`config.mk`:
```
export PLATFORM = sky130hd
export DESIGN_NAME = memory_access_unit
export DESIGN_NICKNAME = d
export VERILOG_FILES = /design/src/rtl/memory_access_unit.sv
export SDC_FILE = /design/constraint.sdc
export NUM_CORES = 1
export LEC_CHECK = 0
export CORE_MARGIN = 8
export CORE_UTILIZATION = 25
export DETAILED_ROUTE_END_ITERATION = 12
export GPL_ROUTABILITY_DRIVEN = 1
export PLACE_DENSITY = 0.65
export SYNTH_ARGS = -nofsm -noshare
export SYNTH_HDL_FRONTEND = slang
export SYNTH_SLANG_ARGS = --single-unit
```
`constraint.sdc`:
```
create_clock -name clk -period 3.7 [get_ports clk]
set_input_delay 0.925 -clock clk [delete_from_list [all_inputs] [get_ports clk]]
set_output_delay 0.925 -clock clk [all_outputs]
set_load 0.01 [all_outputs]
```
`src/rtl/memory_access_unit.sv`:
```
// memory_access_unit
// Takes the multicycle control unit's level-held load/store requests and turns
// each one into a single-beat AXI4 transaction toward the DCCM. Load data is
// held in a register so the control unit can write it back at its own pace.
// All AXI outputs come straight from flops, so no AXI input reaches an AXI
// output combinationally.

module memory_access_unit #(
  parameter int unsigned             AXI_ID_WIDTH = 4,
  parameter logic [AXI_ID_WIDTH-1:0] AXI_ID       = '0
) (
  input  logic                    clk,
  input  logic                    reset_n,

  // control unit side
  input  logic                    memory_read_enable,
  input  logic                    memory_write_enable,
  input  logic [31:0]             memory_address,
  input  logic [31:0]             memory_write_data,
  output logic [31:0]             memory_read_data,
  output logic                    memory_read_data_valid,
  output logic                    memory_write_done,
  output logic                    memory_error,

  // AXI read address channel
  output logic [31:0]             m_axi_araddr,
  output logic [AXI_ID_WIDTH-1:0] m_axi_arid,
  output logic [7:0]              m_axi_arlen,
  output logic [2:0]              m_axi_arsize,
  output logic [1:0]              m_axi_arburst,
  output logic                    m_axi_arvalid,
  input  logic                    m_axi_arready,

  // AXI read data channel
  input  logic [31:0]             m_axi_rdata,
  input  logic [AXI_ID_WIDTH-1:0] m_axi_rid,
  input  logic [1:0]              m_axi_rresp,
  input  logic                    m_axi_rlast,
  input  logic                    m_axi_rvalid,
  output logic                    m_axi_rready,

  // AXI write address channel
  output logic [31:0]             m_axi_awaddr,
  output logic [AXI_ID_WIDTH-1:0] m_axi_awid,
  output logic [7:0]              m_axi_awlen,
  output logic [2:0]              m_axi_awsize,
  output logic [1:0]              m_axi_awburst,
  output logic                    m_axi_awvalid,
  input  logic                    m_axi_awready,

  // AXI write data channel
  output logic [31:0]             m_axi_wdata,
  output logic [3:0]              m_axi_wstrb,
  output logic                    m_axi_wlast,
  output logic                    m_axi_wvalid,
  input  logic                    m_axi_wready,

  // AXI write response channel
  input  logic [AXI_ID_WIDTH-1:0] m_axi_bid,
  input  logic [1:0]              m_axi_bresp,
  input  logic                    m_axi_bvalid,
  output logic                    m_axi_bready
);

  typedef enum logic [2:0] {
    IDLE,
    RD_ADDR,
    RD_DATA,
    WR,
    WR_RESP,
    COMPLETE
  } state_t;

  state_t state;

  // A word access whose address is not 4-byte aligned is rejected locally.
  logic misaligned;
  assign misaligned = |memory_address[1:0];

  // Every transaction is a single full-word INCR beat with a fixed ID.
  assign m_axi_arid    = AXI_ID;
  assign m_axi_arlen   = 8'd0;
  assign m_axi_arsize  = 3'b010;
  assign m_axi_arburst = 2'b01;
  assign m_axi_awid    = AXI_ID;
  assign m_axi_awlen   = 8'd0;
  assign m_axi_awsize  = 3'b010;
  assign m_axi_awburst = 2'b01;
  assign m_axi_wstrb   = 4'hF;
  assign m_axi_wlast   = m_axi_wvalid;

  // Response IDs and rlast carry nothing useful for single-beat, single-ID traffic.
  logic unused_axi_inputs;
  assign unused_axi_inputs = ^{m_axi_rid, m_axi_rlast, m_axi_bid};

  // Request FSM: accepts one request, runs its AXI transaction, pulses
  // completion, then waits for the control unit to drop its enables.
  always_ff @(posedge clk or negedge reset_n) begin
    if (!reset_n) begin
      state                  <= IDLE;
      memory_read_data       <= 32'd0;
      memory_read_data_valid <= 1'b0;
      memory_write_done      <= 1'b0;
      memory_error           <= 1'b0;
      m_axi_araddr           <= 32'd0;
      m_axi_arvalid          <= 1'b0;
      m_axi_rready           <= 1'b0;
      m_axi_awaddr           <= 32'd0;
      m_axi_awvalid          <= 1'b0;
      m_axi_wdata            <= 32'd0;
      m_axi_wvalid           <= 1'b0;
      m_axi_bready           <= 1'b0;
    end else begin
      // completion indications are single-cycle pulses
      memory_read_data_valid <= 1'b0;
      memory_write_done      <= 1'b0;

      case (state)
        IDLE: begin
          if (memory_read_enable) begin
            memory_error <= misaligned;
            if (misaligned) begin
              memory_read_data_valid <= 1'b1;
              state                  <= COMPLETE;
            end else begin
              m_axi_araddr  <= memory_address;
              m_axi_arvalid <= 1'b1;
              state         <= RD_ADDR;
            end
          end else if (memory_write_enable) begin
            memory_error <= misaligned;
            if (misaligned) begin
              memory_write_done <= 1'b1;
              state             <= COMPLETE;
            end else begin
              m_axi_awaddr  <= memory_address;
              m_axi_wdata   <= memory_write_data;
              m_axi_awvalid <= 1'b1;
              m_axi_wvalid  <= 1'b1;
              state         <= WR;
            end
          end
        end

        RD_ADDR: begin
          if (m_axi_arready) begin
            m_axi_arvalid <= 1'b0;
            m_axi_rready  <= 1'b1;
            state         <= RD_DATA;
          end
        end

        RD_DATA: begin
          if (m_axi_rvalid) begin
            memory_read_data       <= m_axi_rdata;
            memory_error           <= (m_axi_rresp != 2'b00);
            m_axi_rready           <= 1'b0;
            memory_read_data_valid <= 1'b1;
            state                  <= COMPLETE;
          end
        end

        WR: begin
          // AW and W complete independently; leave once neither is outstanding
          if (m_axi_awvalid && m_axi_awready) begin
            m_axi_awvalid <= 1'b0;
          end
          if (m_axi_wvalid && m_axi_wready) begin
            m_axi_wvalid <= 1'b0;
          end
          if ((!m_axi_awvalid || m_axi_awready) && (!m_axi_wvalid || m_axi_wready)) begin
            m_axi_bready <= 1'b1;
            state        <= WR_RESP;
          end
        end

        WR_RESP: begin
          if (m_axi_bvalid) begin
            m_axi_bready      <= 1'b0;
            memory_error      <= (m_axi_bresp != 2'b00);
            memory_write_done <= 1'b1;
            state             <= COMPLETE;
          end
        end

        COMPLETE: begin
          // the control unit may still hold its enable the cycle it sees the pulse
          if (!memory_read_enable && !memory_write_enable) begin
            state <= IDLE;
          end
        end

        default: begin
          state <= IDLE;
        end
      endcase
    end
  end

endmodule

```
### Yosys cells after proc, flatten, opt, wreduce, memory -nomap -nowiden

Cells that the tools add are included.

| cells by class | value |
|---|---|
| magnitude comparators | 0 |
| divide/modulo/power cells | 0 |
| muxes and demuxes | 39 |
| reduce and logical (&&, ||, !) cells | 29 |
| equality and inequality tests | 17 |
| $mul | 0 |
| bitwise logic cells | 2 |
| $add $sub $neg | 0 |
| shift operators | 0 |

Operator list:

| cell | count |
|---|---|
| 2-to-1 mux 3 bit | 9 |
| inequality test 2 bit (second input constant) | 11 |
| 2-to-1 mux 1 bit | 21 |
| case mux 3 bit (6 select lines) | 1 |
| case mux 1 bit (2 select lines) | 7 |
| AND reduction 4 bit | 3 |
| nonzero test 2 bit | 6 |
| AND reduction 5 bit | 2 |
| AND reduction 3 bit | 3 |
| equality test 3 x 2 -> 1 bit (second input constant) | 2 |
| equality test 3 bit (second input constant) | 2 |
| AND reduction 6 bit | 1 |
| logical AND 1 bit | 4 |
| logical NOT 1 bit | 4 |
| equality test 3 x 1 -> 1 bit (second input constant) | 1 |
| logical NOT 3 bit | 1 |
| inequality test 3 bit (second input constant) | 1 |
| case mux 1 bit (3 select lines) | 1 |
| nonzero test 3 bit | 1 |
| logical OR 1 bit | 2 |
| NOT 1 bit | 2 |
| AND reduction 2 bit | 1 |
| OR reduction 2 bit | 1 |

| storage, ports and cells | value |
|---|---|
| register bits | 139 |
| output and inout port bits | 175 |
| latch bits | 0 |
| logic and storage cells | 100 |
| input port bits | 118 |
| memories | 0 |
| bits in writable memories | 0 |
| memory bits (read-only) | 0 |

### Logic depth before layout (Yosys ltp)

Gate-level depths: netlist of run 1.

| depth | value |
|---|---|
| depth after elaboration | 5 |
| gate-level depth with buffers | 7 |
| gate-level depth less buffers | 4 |

### Least setup slack after synthesis of run 1

Ideal clock, no wire load.

| timing | value |
|---|---|
| path type | input -> register |
| start point | input port memory_address[1] |
| end point | register m_axi_awaddr[18] |
| path buffers | 2 |
| stages | 6 |
| arrival | 2.168 ns |
| setup time | 0.125 ns |
| path slack | 1.407 ns |
| required time | 3.575 ns |
| cells stage by stage | nor2_1 nor4b_2 and2b_1 buf_6 buf_12 mux2_2 |

| between the ends | value |
|---|---|
| word-level cells in the longest chain between the ends | 3 |

RTL lines:

| what | line | text |
|---|---|---|
| start: declaration | 18 | `input logic [31:0] memory_address,` |
| OR reduction 2 bit | 78 | `assign misaligned = \|memory_address[1:0];` |
| NOT 1 bit (no source line) | -- |  |
| AND reduction 4 bit (no source line) | -- |  |
| end signal: assignment | 136 | `m_axi_awaddr <= memory_address;` |
| end: declaration | 43 | `output logic [31:0] m_axi_awaddr,` |

Every way passes these cells.
A chain may end at the register's enable or synchronous reset.

### Worst setup path after layout of run 1

| timing | value |
|---|---|
| start point | input port memory_address[1] |
| end point | register m_axi_awaddr[29] |

Same word-level chain as after synthesis.

==> results of run 1 <==
## layer usage
layer / share of wire, % / track usage (%) / vias up
li1: - / - / 1785
met1: 40 / 13.0 / 1925
met2: 52 / 18.6 / 144
met3: 6.0 / 2.81 / 14
met4: 2.0 / 4.20 / 0
met5: 0 / 0 / -
## sequential cells by signal (all words and copies together) (netlist names)
name and count:
m_axi_araddr 32, m_axi_arvalid 1, m_axi_awaddr 32, m_axi_awvalid 1
m_axi_bready 1, m_axi_rready 1, m_axi_wdata 32, m_axi_wlast 1
memory_error 1, memory_read_data 32, memory_read_data_valid 1, memory_write_done 1
state 3
## path summary, 6_finish.rpt
kind	startpoint	to	slack, ns
max	memory_address[1]	m_axi_awaddr[29]	0.96
min	m_axi_araddr[1]	m_axi_araddr[1]	0.48
max reg2reg	state[1]	m_axi_araddr[12]	1.56
min reg2reg	m_axi_araddr[1]	m_axi_araddr[1]	0.48
max in group asynchronous	reset_n	m_axi_araddr[6]	2.38
min in group asynchronous	reset_n	m_axi_awaddr[18]	0.51
## cells by family (layout without fill, tap and decap cells)
group           count (synthesis)  after routing  share of synthesized area (%)
other cells                     2             38                          0.126
flops                         139            139                           58.2
buf+inv                        59            287                           8.67
simple gates                   38             38                           3.58
mux                           124            124                           26.3
compound gates                 27             27                           3.06
## area by class of cell
cell class / instances / area [µm²]
Multi-Input combinational cell: 227 / 2120
Timing Repair Buffer: 253 / 2540
Fill cell: 2218 / 14400
Clock inverter: 15 / 156
Sequential cell: 139 / 3480
Inverter: 2 / 7.51
Tap cell: 319 / 399
Clock buffer: 17 / 425
## cell usage in the layout, fill, tap and decap left out, types with 3 or more instances in the layout
cell and n:
mux2_4 47, mux2_1 10, inv_6 6, nor2b_1 3
dfrtp_1 139, nand2b_1 3, mux2_2 67, clkinvlp_4 3
buf_4 6, nor3_1 3, nand2_1 8, conb_1 38
nor2_1 9, clkbuf_16 17, a21oi_1 9, inv_8 3
o21ai_0 3, clkdlybuf4s50_1 244
## worst max-delay path: cells and delay by family
family / cells / cell delay, ns
and+or+nand+nor: 3 / 0.85
muxes: 1 / 0.38
buffers and inverters: 2 / 0.77
## power groups by stage
stage,Sequential [mW],Clock (mW),Combinational (mW)
after floorplan,2.81,0,0.987
after global placement,2.52,0,2.90
after detailed placement,2.55,0,2.92
after CTS,2.53,1.75,2.93
after global routing,2.61,1.81,3.04
final,2.52,1.68,2.87
==> impl_metrics.tcl, run 1 <==
set metrics [dict create \
    cts_sinks 139 \
    drv_slew 0 \
    detail-route-antenna-nets 0 \
    wirelength_um 16400 \
    cts.reportedPaths.clkPinSlew_ns 0.06 \
    hold_ws_ns 0.482 \
    powerDensity_nw_per_um2 775 \
    avgSynthCellArea_um2 15.4 \
    async_flop_share_pct 100 \
    grt_pass1_wl_um 24300 \
    start_util_pct 25.4 \
    cap_viol_max_count 0 \
    critPathKind "input port to flip-flop" \
    drc 0 \
    peakVddDrop_mv 0.280 \
    setup_tns_ns 0 \
    setup.worst_path.start_class "input port" \
    critPathArrivalTime_ns 3.02 \
    stdcell_area_um2 9120 \
    synth_ff_type "dfrtp_1" \
    die_area_um2 29100 \
    track_usage_pct 10.9 \
    grt_pass1_vias 4070 \
    utilization_pct 38.9 \
    ys.warnings.count 0 \
    dp_hpwl_um 12300 \
    fin_crit_sh_pct 74.0 \
    fin_total_pwr_mw 7.07 \
    cts_tree "done" \
    min_period_ns 2.74 \
    cp_max_fo 53 \
    worstPathCellList "clkdlybuf4s50_1, nor2_1, nor4b_2, and2b_4, buf_12, mux2_2" \
    dpl.cell_count 940 \
    synth.most_common_cell "dfrtp_1" \
    seq_power_share_pct 35.7 \
    cts_resized 0 \
    synth_cell_types 42 \
    ios 293 \
    fp.dieW_um 171 \
    final_nets 758 \
    grt_max_degree 68 \
    area_delta_synth_final_pct 52.7 \
    cp-end-kind "flip-flop" \
    diodes 0 \
    worstHoldPathCells 1 \
    place_congestion 0.793 \
    slew_headroom_pct 55.3 \
    reg2reg_depth 5 \
    slowest_stage "clkdlybuf4s50_1" \
    vias 3868 \
    ys_top_cells_by_count "dfrtp_1 (139), mux2_2 (67), mux2_4 (47), buf_4 (42), mux2_1 (10)" \
    worst_slack_ns 0.962 \
    ys_seq_area_share_pct 58.2 \
    die_h_um 171 \
    fin_skew_ns 0.0102 \
    drt_iter0_markers 212 \
    clock_latency_ns 0.41 \
    p_clk_share_pct 23.8 \
    post_drt_via_cell_ratio 3.98 \
    synth_top_area_share_pct 58.2 \
    status "finished, final reports clean" \
    dp_slack_ns 0.548 \
    core-area_um2 23500 \
    cts_hold_buf 0 \
    rsz0062_at_grt "false" \
    worstMarginPinSlew_ns 0.670 \
    htreeDepth 4 \
    rows 56 \
    p_comb_share_pct 40.5 \
    wl_per_cell_um 16.9 \
    p_sw_share_pct 30.1 \
    synthTopCellsByArea "dfrtp_1 (58%), mux2_2 (13%), mux2_4 (12%)" \
    final_cells 972 \
    cp.required_ns 3.99 \
    drt_pass1_iterations 4 \
    power_switching_mw 2.13 \
    drive_gt1_share_pct 25.0 \
    post_cts_buffers 0 \
    hold_class "flip-flop to flip-flop" \
    placed_area_um2 8540 \
    ys_ff_latch 139 \
    setup_viol 0 \
    finalHoldViolations 0 \
    syn_area_um2 5970 \
    p_int_mw 4.94 \
    clockBufferDepth 2 \
    antenna_found_initial 0 \
    synth-edff-count 0 \
    clock_tree.root_cell "clkbuf_16" \
    numPortBuffers 245 \
    max_freq_mhz 365 \
    numCtsBuffers 17 \
    grt_overflow_total 0 \
    yosys.area.top_type "dfrtp_1" \
    leakage_nw 4.00 \
    syn_inst 389 \
    critical_path.max_stage_delay_ns 0.51 \
]
Note: power is estimated with default switching activity, not from simulation.
==> run 2, diff against run 1 <==
clock period = 2.8 ns   (was 3.7 ns; I/O delays follow)
==> run 2 against run 1 <==
Compared with the run above: critical path type unchanged; flip-flop and latch count did not move; first-iteration DRC count is 26% lower; clock power up 42%; routed wire length up 2.0%; worst setup slack worse by 0.41 ns; largest power group unchanged; global-route usage rose by 0.28 points; total power grew 35%; die area did not move; largest cell class unchanged; hold slack got worse by 0.22 ns; sequential power rose by 33%.
==> impl_metrics.tcl, run 2 (same netlist as run 1, synthesis figures left out) <==
set metrics [dict create \
    numCtsBuffers 17 \
    fin_crit_sh_pct 80.2 \
    start_util_pct 25.4 \
    cts_sinks 139 \
    diodes 0 \
    grt_max_degree 59 \
    detail-route-antenna-nets 0 \
    cts_resized 0 \
    vias 3931 \
    fp.dieW_um 171 \
    drc 0 \
    area_delta_synth_final_pct 56.3 \
    cts_hold_buf 0 \
    final_cells 985 \
    grt_pass1_wl_um 25000 \
    setup.worst_path.start_class "input port" \
    grt_pass1_vias 4200 \
    r2r-start "state[1]" \
    slew_headroom_pct 60.2 \
    worst_slack_ns 0.554 \
    final_nets 771 \
    rrSetupSlack_ns 0.77 \
    numPortBuffers 245 \
    worstMarginPinSlew_ns 0.597 \
    htreeDepth 4 \
    slowest_stage "clkdlybuf4s50_1" \
    crit_end "m_axi_wdata[14]" \
    dpl.cell_count 953 \
    cts_tree "done" \
    stdcell_area_um2 9340 \
    post_cts_buffers 0 \
    cp.required_ns 3.08 \
    worstPathCellList "clkdlybuf4s50_1, nand2b_4, nor4b_2, and2b_4, buf_12, mux2_4" \
    wl_per_cell_um 17.0 \
    drive_gt1_share_pct 26.4 \
    setup_tns_ns 0 \
    grt_overflow_total 0 \
    die_h_um 171 \
    hold_class "input port to async pin" \
    dp_hpwl_um 12700 \
    critPathKind "input port to flip-flop" \
    wirelength_um 16800 \
    max_freq_mhz 445 \
    die_area_um2 29100 \
    reg2reg_depth 5 \
    rows 56 \
    drt_pass1_iterations 4 \
    cp-end-kind "flip-flop" \
    leakage_nw 4.11 \
    utilization_pct 39.8 \
    critical_path.max_stage_delay_ns 0.52 \
    placed_area_um2 8710 \
    clock_tree.root_cell "clkbuf_16" \
    drv_slew 0 \
    final_common_cell "clkdlybuf4s50_1" \
    powerDensity_nw_per_um2 1020 \
    place_congestion 0.766 \
    cp_max_fo 15 \
    finalHoldViolations 0 \
    critPathArrivalTime_ns 2.53 \
    clock_latency_ns 0.41 \
    core-area_um2 23500 \
    post_drt_via_cell_ratio 3.99 \
    rsz0062_at_grt "false" \
    clockBufferDepth 2 \
    dp_slack_ns 0.112 \
    antenna_found_initial 0 \
    ios 293 \
    crit_start "memory_write_enable" \
    setup_viol 0 \
    min_period_ns 2.25 \
    cap_viol_max_count 0 \
    status "finished, final reports clean" \
    fin_skew_ns 0.0122 \
    cts.reportedPaths.clkPinSlew_ns 0.07 \
    layout_common_cells "clkdlybuf4s50_1 (244), dfrtp_1 (139), mux2_2 (67)" \
    worstReg2RegEnd "m_axi_araddr[5]" \
    peakVddDrop_mv 0.382 \
    drt_iter0_markers 157 \
    track_usage_pct 11.2 \
]
run 2: layout make-up:
class                   instances  area [µm²]
inverters                       2        7.51
flip-flops and latches        139        3480
clock inverters                14         185
clock buffers                  18         439
well taps                     319         399
fillers                      2186       14100
repair buffers                266        2710
multi-input cells             227        2120
run 2: report_power, final:
part	switching [mW]	internal, mW	total [mW]
registers	0.485	2.86	3.34
logic	1.38	2.43	3.81
clock network	0.937	1.45	2.39
total	2.80	6.74	9.54
run 2: how the worst min path moves through the flow:
stage	end
after floorplan	m_axi_araddr[0]
after global placement	m_axi_wdata[28]
after detailed placement	m_axi_araddr[0]
after CTS	m_axi_wdata[25]
after global routing	m_axi_wdata[25]
final	m_axi_awaddr[18]
run 2: critical path, delay by kind of cell:
kind	cells	cell delay, ns
mux	1	0.31
buf+inv	2	0.74
simple gates	3	0.76
run 2: routing by layer:
| metal | global-route usage, % | wire length [µm] | up-vias |
|---|---|---|---|
| li1 | - | - | 1812 |
| met1 | 13.2 | 6850 | 1965 |
| met2 | 19.5 | 8690 | 144 |
| met3 | 2.93 | 1010 | 10 |
| met4 | 3.85 | 238 | 0 |
| met5 | 0 | 0 | - |
run 2: metrics by stage:
| step | hold slack [ns] | total power, mW |
|---|---|---|
| final | 0.263 | 9.54 |
| after global routing | 0.287 | 10.1 |
| after CTS | 0.274 | 9.71 |
| after detailed placement | 0.471 | 7.26 |
| after global placement | 0.467 | 7.19 |
| after floorplan | 0.404 | 5.02 |
